===== config.mk =====
export PLATFORM = sky130hd
export DESIGN_NAME = mux_sweep_ctrl
export DESIGN_NICKNAME = d
export VERILOG_FILES = /design/src/rtl/mux_sweep_ctrl_pkg.sv /design/src/rtl/mux_sweep_ctrl_golden_ref.sv /design/src/rtl/mux_sweep_ctrl.sv
export SDC_FILE = /design/constraint.sdc
export NUM_CORES = 1
export LEC_CHECK = 0
export ABC_AREA = 0
export BUFFER_PORTS_ARGS = -buffer_cell sky130_fd_sc_hd__buf_2
export CAP_MARGIN = 30
export CORE_ASPECT_RATIO = 2
export CORE_MARGIN = 10
export CORE_UTILIZATION = 25
export CTS_BUF_LIST = sky130_fd_sc_hd__clkbuf_8
export CTS_CLUSTER_SIZE = 24
export DETAILED_ROUTE_END_ITERATION = 8
export PLACE_DENSITY_LB_ADDON = 0.3
export SETUP_SLACK_MARGIN = 0.1
export SYNTH_ARGS = -nofsm -noshare
export SYNTH_HDL_FRONTEND = slang
export SYNTH_SLANG_ARGS = --single-unit

===== constraint.sdc =====
create_clock -name clk -period 3.5 [get_ports clk]
set_input_delay 0.35 -clock clk [delete_from_list [all_inputs] [get_ports clk]]
set_output_delay 0.35 -clock clk [all_outputs]
set_load 0.005 [all_outputs]

===== src/rtl/mux_sweep_ctrl_pkg.sv =====
// Shared types, constants and golden select-mux function for the mux sweep sequencer.
package mux_sweep_ctrl_pkg;

    localparam int unsigned DATA_W    = 3;
    localparam int unsigned SEL_W     = 2;
    localparam int unsigned NUM_STEPS = 8;
    localparam int unsigned STEP_W    = 3;
    localparam int unsigned CNT_W     = 4;
    localparam int unsigned RES_W     = 8;

    localparam logic [SEL_W-1:0] SEL_D0   = 2'd0;
    localparam logic [SEL_W-1:0] SEL_D2   = 2'd1;
    localparam logic [SEL_W-1:0] SEL_D1   = 2'd2;
    localparam logic [SEL_W-1:0] SEL_ZERO = 2'd3;

    typedef enum logic [1:0] {
        IDLE,
        DRIVE,
        SAMPLE,
        DONE
    } state_e;

    // One select/data setting presented to the mux under test
    typedef struct packed {
        logic [SEL_W-1:0]  sel;
        logic [DATA_W-1:0] data;
    } mux_drive_t;

    function automatic logic golden(input logic [SEL_W-1:0] c, input logic [DATA_W-1:0] d);
        case (c)
            SEL_D0:  return d[0];
            SEL_D2:  return d[2];
            SEL_D1:  return d[1];
            default: return 1'b0;
        endcase
    endfunction

endpackage


===== src/rtl/mux_sweep_ctrl_golden_ref.sv =====
// Combinational reference model of the 3:1 select mux.
module mux_golden_ref
    import mux_sweep_ctrl_pkg::*;
(
    input  logic [SEL_W-1:0]  sel_i,
    input  logic [DATA_W-1:0] data_i,
    output logic              golden_c
);

    assign golden_c = golden(sel_i, data_i);

endmodule


===== src/rtl/mux_sweep_ctrl.sv =====
// Sweeps all select codes over a latched pattern and its inverse, packs the
// mux responses into result and flags any disagreement with the golden model.
module mux_sweep_ctrl
    import mux_sweep_ctrl_pkg::*;
#(
    parameter int unsigned SETTLE_CYCLES = 2
) (
    input  logic              clk,
    input  logic              rst_n,
    input  logic              ena,
    input  logic              start,
    input  logic [DATA_W-1:0] data_in,
    input  logic              mux_out,
    output logic [DATA_W-1:0] mux_data,
    output logic [SEL_W-1:0]  mux_sel,
    output logic [RES_W-1:0]  result,
    output logic              busy,
    output logic              done,
    output logic              err
);

    localparam logic [CNT_W-1:0]  CNT_LOAD  = CNT_W'(SETTLE_CYCLES - 1);
    localparam logic [STEP_W-1:0] LAST_STEP = STEP_W'(NUM_STEPS - 1);

    state_e              state_q, state_d;
    logic [STEP_W-1:0]   k_q, k_d;
    logic [CNT_W-1:0]    cnt_q, cnt_d;
    logic [DATA_W-1:0]   pat_q, pat_d;
    mux_drive_t          drv_q, drv_d;
    logic [RES_W-1:0]    result_q, result_d;
    logic                busy_q, busy_d;
    logic                done_q, done_d;
    logic                err_q, err_d;
    logic [STEP_W-1:0]   k_nxt_c;
    logic                golden_c;

    assign k_nxt_c = k_q + STEP_W'(1);

    // Reference value for the setting currently driven onto the mux
    mux_golden_ref u_golden (
        .sel_i    (drv_q.sel),
        .data_i   (drv_q.data),
        .golden_c (golden_c)
    );

    always_ff @(posedge clk or negedge rst_n) begin
        if (!rst_n) begin
            state_q  <= IDLE;
            k_q      <= '0;
            cnt_q    <= '0;
            pat_q    <= '0;
            drv_q    <= '0;
            result_q <= '0;
            busy_q   <= 1'b0;
            done_q   <= 1'b0;
            err_q    <= 1'b0;
        end else begin
            state_q  <= state_d;
            k_q      <= k_d;
            cnt_q    <= cnt_d;
            pat_q    <= pat_d;
            drv_q    <= drv_d;
            result_q <= result_d;
            busy_q   <= busy_d;
            done_q   <= done_d;
            err_q    <= err_d;
        end
    end

    always_comb begin
        state_d  = state_q;
        k_d      = k_q;
        cnt_d    = cnt_q;
        pat_d    = pat_q;
        drv_d    = drv_q;
        result_d = result_q;
        busy_d   = busy_q;
        done_d   = done_q;
        err_d    = err_q;

        // With ena low every register simply holds, including a pending done pulse
        if (ena) begin
            case (state_q)
                IDLE: begin
                    busy_d = 1'b0;
                    if (start) begin
                        pat_d    = data_in;
                        result_d = '0;
                        err_d    = 1'b0;
                        k_d      = '0;
                        drv_d    = '{sel: SEL_D0, data: data_in};
                        cnt_d    = CNT_LOAD;
                        busy_d   = 1'b1;
                        state_d  = DRIVE;
                    end
                end
                DRIVE: begin
                    if (cnt_q == '0) begin
                        state_d = SAMPLE;
                    end else begin
                        cnt_d = cnt_q - CNT_W'(1);
                    end
                end
                SAMPLE: begin
                    result_d[k_q] = mux_out;
                    if (mux_out != golden_c) begin
                        err_d = 1'b1;
                    end
                    if (k_q == LAST_STEP) begin
                        busy_d  = 1'b0;
                        done_d  = 1'b1;
                        state_d = DONE;
                    end else begin
                        k_d        = k_nxt_c;
                        drv_d.sel  = k_nxt_c[SEL_W-1:0];
                        drv_d.data = k_nxt_c[STEP_W-1] ? ~pat_q : pat_q;
                        cnt_d      = CNT_LOAD;
                        state_d    = DRIVE;
                    end
                end
                DONE: begin
                    done_d  = 1'b0;
                    state_d = IDLE;
                end
                default: state_d = IDLE;
            endcase
        end
    end

    assign mux_data = drv_q.data;
    assign mux_sel  = drv_q.sel;
    assign result   = result_q;
    assign busy     = busy_q;
    assign done     = done_q;
    assign err      = err_q;

endmodule

# Word level (Yosys, flattened, before mapping)
# Cells that the tools add are included.
# word_totals
ff_bits	28
in_bits	8
elab_cells	72
# op_classes
addsub	2
magnitude_cmp	2
n_eq_ne	13
n_mux	29
bitwise_logic	1
reduce_logical	15
# op_table
cell	n
8-bit case mux with 2 select lines	1
3-bit AND reduction	5
4-bit 2-to-1 mux	3
2-bit != test, second input constant	6
4-bit case mux with 3 select lines	1
5-bit 2-to-1 mux	2
5-bit case mux with 2 select lines	1
3-bit 2-to-1 mux	3
8-bit bitwise mux	1
8-bit 2-to-1 mux	1
2-bit case mux with 4 select lines	1
4-bit AND reduction	2
2-bit == test, second input constant	3
1-bit 2-to-1 mux	6
2-bit 2-to-1 mux	3
1-bit case mux with 2 select lines	3
3-bit case mux with 2 select lines	1
5-bit AND reduction	1
2-bit by 1-bit == test with 1-bit output, second input constant	2
2-bit logical NOT	2
4-bit logical NOT	1
3-bit by 4-bit less-than comparator with 1-bit output, second input constant	1
2-bit nonzero test	2
4-bit by 1-bit subtractor with 4-bit output, second input constant	1
9 further kinds	9

# Depth between registers and ports, before layout
# logic_depth
word_depth	6
mapped_depth	6

# Hierarchy
# From an unflattened synthesis, not the netlist that was laid out.
# unflattened
hier_cells	138
hier_area_um2	1478.9
# modules_own_cells
mod	n_inst	cells_per_inst	area_per_inst_um2
mux_sweep_ctrl	1	135	1456.4
mux_golden_ref	1	3	22.5

# Worst setup path after synthesis
# No wires, ideal clock.
# synth_path
kind	reg-to-reg
from	register k_q[1]
to	register cnt_q[2]
setup_time_ns	0.122
arrival_time_ns	1.604
slack_ns	1.774
stages_incl_launch_ff	7
synth_period_minus_slack_ns	1.726
path_cell_list	dfrtp_1 > ha_1 > ha_1 > nor3b_2 > o21a_1 > o21ai_0 > a32o_1
# synth_between
elab_chain_cells	3
# synth_rtl
item	line_no	source
start: declaration	mux_sweep_ctrl.sv:26	logic [STEP_W-1:0] k_q, k_d;
start signal: assignment	mux_sweep_ctrl.sv:59	k_q <= k_d;
3-bit == test	mux_sweep_ctrl.sv:109	if (k_q == LAST_STEP) begin
2-bit != test (no line)	n/a	
5-bit AND reduction (no line)	n/a	
end signal: assignment	mux_sweep_ctrl.sv:60	cnt_q <= cnt_d;
end: declaration	mux_sweep_ctrl.sv:27	logic [CNT_W-1:0] cnt_q, cnt_d;
# No other way between the ends.
# A chain may end at the register's enable or synchronous reset.

==> results.json <==
{
  "critPathKind": "reg -> reg",
  "slowest_stage": "dfrtp_1",
  "initial_core_util_pct": 25.9,
  "final_util_pct": 30.0,
  "ys_ff_latch": 26,
  "ctsHtreeMaxLevel": 1,
  "layout_commonest_cell": "dfrtp_1",
  "drive_gt1_share_pct": 22.6,
  "vdd_ir_drop_max_mv": 0.319,
  "rsz0062_at_grt": "no",
  "antenna_found_initial": 0,
  "grt_start_max_net_pins": 27,
  "num-nets-final": 174,
  "area_growth_syn_to_layout_pct": 15.7,
  "wl_mm": 3.41,
  "worstPathRequired_ps": 3660,
  "netlist_area_um2": 1420,
  "drt_iter0_markers": 88,
  "relSlewSlack_pct": 59.0,
  "worst_pin_slew_ps": 615,
  "coreArea_um2": 5470,
  "cts_buffers": 3,
  "grt_usage_pct": 7.49,
  "fin_area_um2": 1640,
  "cap_violations": 0,
  "worst_hold_path_type": "in -> async",
  "tritoncts": "done",
  "power_density_nw_per_um2": 676,
  "end_kind": "flip-flop",
  "die_y_um": 126,
  "clock-root-buffer": "clkbuf_8",
  "finalPower_w": 0.00111,
  "p_leak_nw": 0.800,
  "ant_nets": 0,
  "regArea_um2": 651,
  "clockBufferDepth": 2,
  "diodes": 0,
  "num_rows": 38,
  "slowest_delay_ps": 520,
  "avgRoutedWirePerCell_um": 15.6,
  "status": "finished clean",
  "yosysUniqueCellTypes": 38,
  "critPathTopFamily": "compound AO/OA/AOI/OAI gates",
  "multi_input_area_um2": 703,
  "dpl-instance-area_um2": 1570,
  "final_cell_mix": "dfrtp_1, buf_2, nand2_1",
  "path_max_fanout": 6,
  "cts.sinks": 26,
  "cts_hold_buf": 0,
  "crit_chain": "inv_1 > ha_1 > a222oi_1 > nor2_1 > xor2_1 > a32o_1",
  "drc": 0,
  "worstPathBufferInverterCount": 1,
  "max_freq_mhz": 499,
  "crit_path_start_kind": "flip-flop",
  "synth_area_per_cell_um2": 10.3,
  "worst_clock_skew_ps": 3.18,
  "dieArea_um2": 9250,
  "post_cts_resized": 0,
  "dp_hpwl_mm": 2.73,
  "via_per_inst": 4.82,
  "n_fill_cell": 580,
  "cp.arrival_ps": 2170,
  "grt_pass1_wl_mm": 5.54,
  "port_buffers": 23,
  "first_pass_iters": 4,
  "timing.final.crit_period_ps": 2000,
  "ios": 24,
  "postSynthCellCount": 137,
  "setup_viol": 0,
  "postCtsSetupBuffers": 0,
  "gp_congestion": 0.787,
  "die_w_um": 73.2,
  "synthesis.nets": 151,
  "setup_tns_ps": 0,
  "slew_violations": 0,
  "yosysWarnings": 0,
  "finalHoldViolCount": 0,
  "clock_latency_ps": 270,
  "seq_area_frac_synth_pct": 46.0,
  "vias": 1055,
  "clk_pin_slew_worst_paths_ps": 90,
  "grt_pass1_vias": 1144,
  "period_share_pct": 57.3,
  "grt-ovfl-total": 0
}
through the flow:
stage,worst slack [ps],cells,hold WS [ps]
global route,1360,219,99.3
floorplan,1770,137,54.4
detailed placement,1510,215,398
finish,1500,219,78.8
CTS,1490,219,92.1
global placement,1500,215,396
kinds of logic after synthesis:
family                     after synthesis  share of synthesized area, %
buffers and inverters                   11                          4.33
adders and majority gates                6                          5.30
AOI/OAI and AO/OA                       28                          13.6
DFF                                     26                          46.0
muxes                                   11                          8.05
and+or+nand+nor                         51                          20.2
xor gates and xnor gates                 4                          2.48
synth_stat cells:
master     instances  area [um2]
mux2_2             3        33.8
o21ai_0            8        40.0
nor3b_2            1        12.5
nor3_4             2        32.5
o21ba_2            1        10.0
nand2b_4           1        13.8
nor2_1             9        33.8
nand3_1            4        20.0
buf_4              3        22.5
buf_2              1        5.00
a22o_1             1        8.76
nand2_1           19        71.3
nand2_2            1        6.26
or3_1              1        6.26
xnor2_1            3        26.3
nand2b_1           2        12.5
xor2_1             1        8.76
o21ai_1            1        5.00
nand4bb_1          1        11.3
mux2i_1            8        80.1
ha_1               6        75.1
a31oi_1            2        12.5
a21o_1             1        7.51
inv_1              6        22.5
dfrtp_1           26         651
o2bb2ai_1          2        17.5
a21oi_1            4        20.0
nor3_1             1        5.00
a32o_1             4        40.0
o21a_1             1        7.51
and2b_1            1        7.51
nand3b_1           2        15.0
nor3b_1            1        7.51
a222oi_1           1        10.0
buf_6              1        11.3
o22ai_1            1        6.26
nor2b_1            5        31.3
a22oi_1            1        7.51
metal layers:
| metal | up-vias | track usage (%) | wire (um) |
|---|---|---|---|
| li1 | 523 | - | - |
| met1 | 512 | 6.51 | 1060 |
| met2 | 16 | 15.1 | 2110 |
| met3 | 4 | 1.64 | 176 |
| met4 | 0 | 2.81 | 59 |
| met5 | - | 0 | 0 |
sequential cells by signal, summed over array words and instances, names as in the netlist:
name	flops
mux_data	3
pat_q	3
cnt_q	4
done	1
err	1
busy	1
state_q	2
k_q	3
result	8
worst register-to-register path, cell delays in order (launching register included):
cell,delay (ps)
dfrtp_1,520
inv_1,190
ha_1,250
a222oi_1,410
nor2_1,100
xor2_1,170
a32o_1,260
worst paths after layout:
kind / startpoint / to / slack, ps / depth (start not counted)
setup / recovery: k_q[0]$_DFFE_PN0P_ / err$_DFFE_PN0P_ / 1500 / 6
hold / removal: rst_n / result[3]$_DFFE_PN0P_ / 80 / 1
setup reg to reg: k_q[0]$_DFFE_PN0P_ / err$_DFFE_PN0P_ / 1500 / 6
hold reg to reg: err$_DFFE_PN0P_ / err$_DFFE_PN0P_ / 510 / 1
max in group asynchronous: rst_n / result[4]$_DFFE_PN0P_ / 3020 / 1
min in group clk: data_in[0] / pat_q[0]$_DFFE_PN0P_ / 320 / 2
report_power, final:
| group | internal, W | leakage [nW] | switching, W |
|---|---|---|---|
| registers | 0.000380 | 0.342 | 0.0000975 |
| logic | 0.000181 | 0.422 | 0.000199 |
| clock network | 0.000153 | 0.0357 | 0.0000966 |
layout make-up:
cell class              count  area share [%]
repair buffers             23            7.03
inverters                   6            1.38
multi-input cells         100            42.9
well taps                  60            4.58
clock inverters             1            1.83
flip-flops and latches     26            39.7
clock buffers               3            2.52
Power figures use the tool's default switching activity.
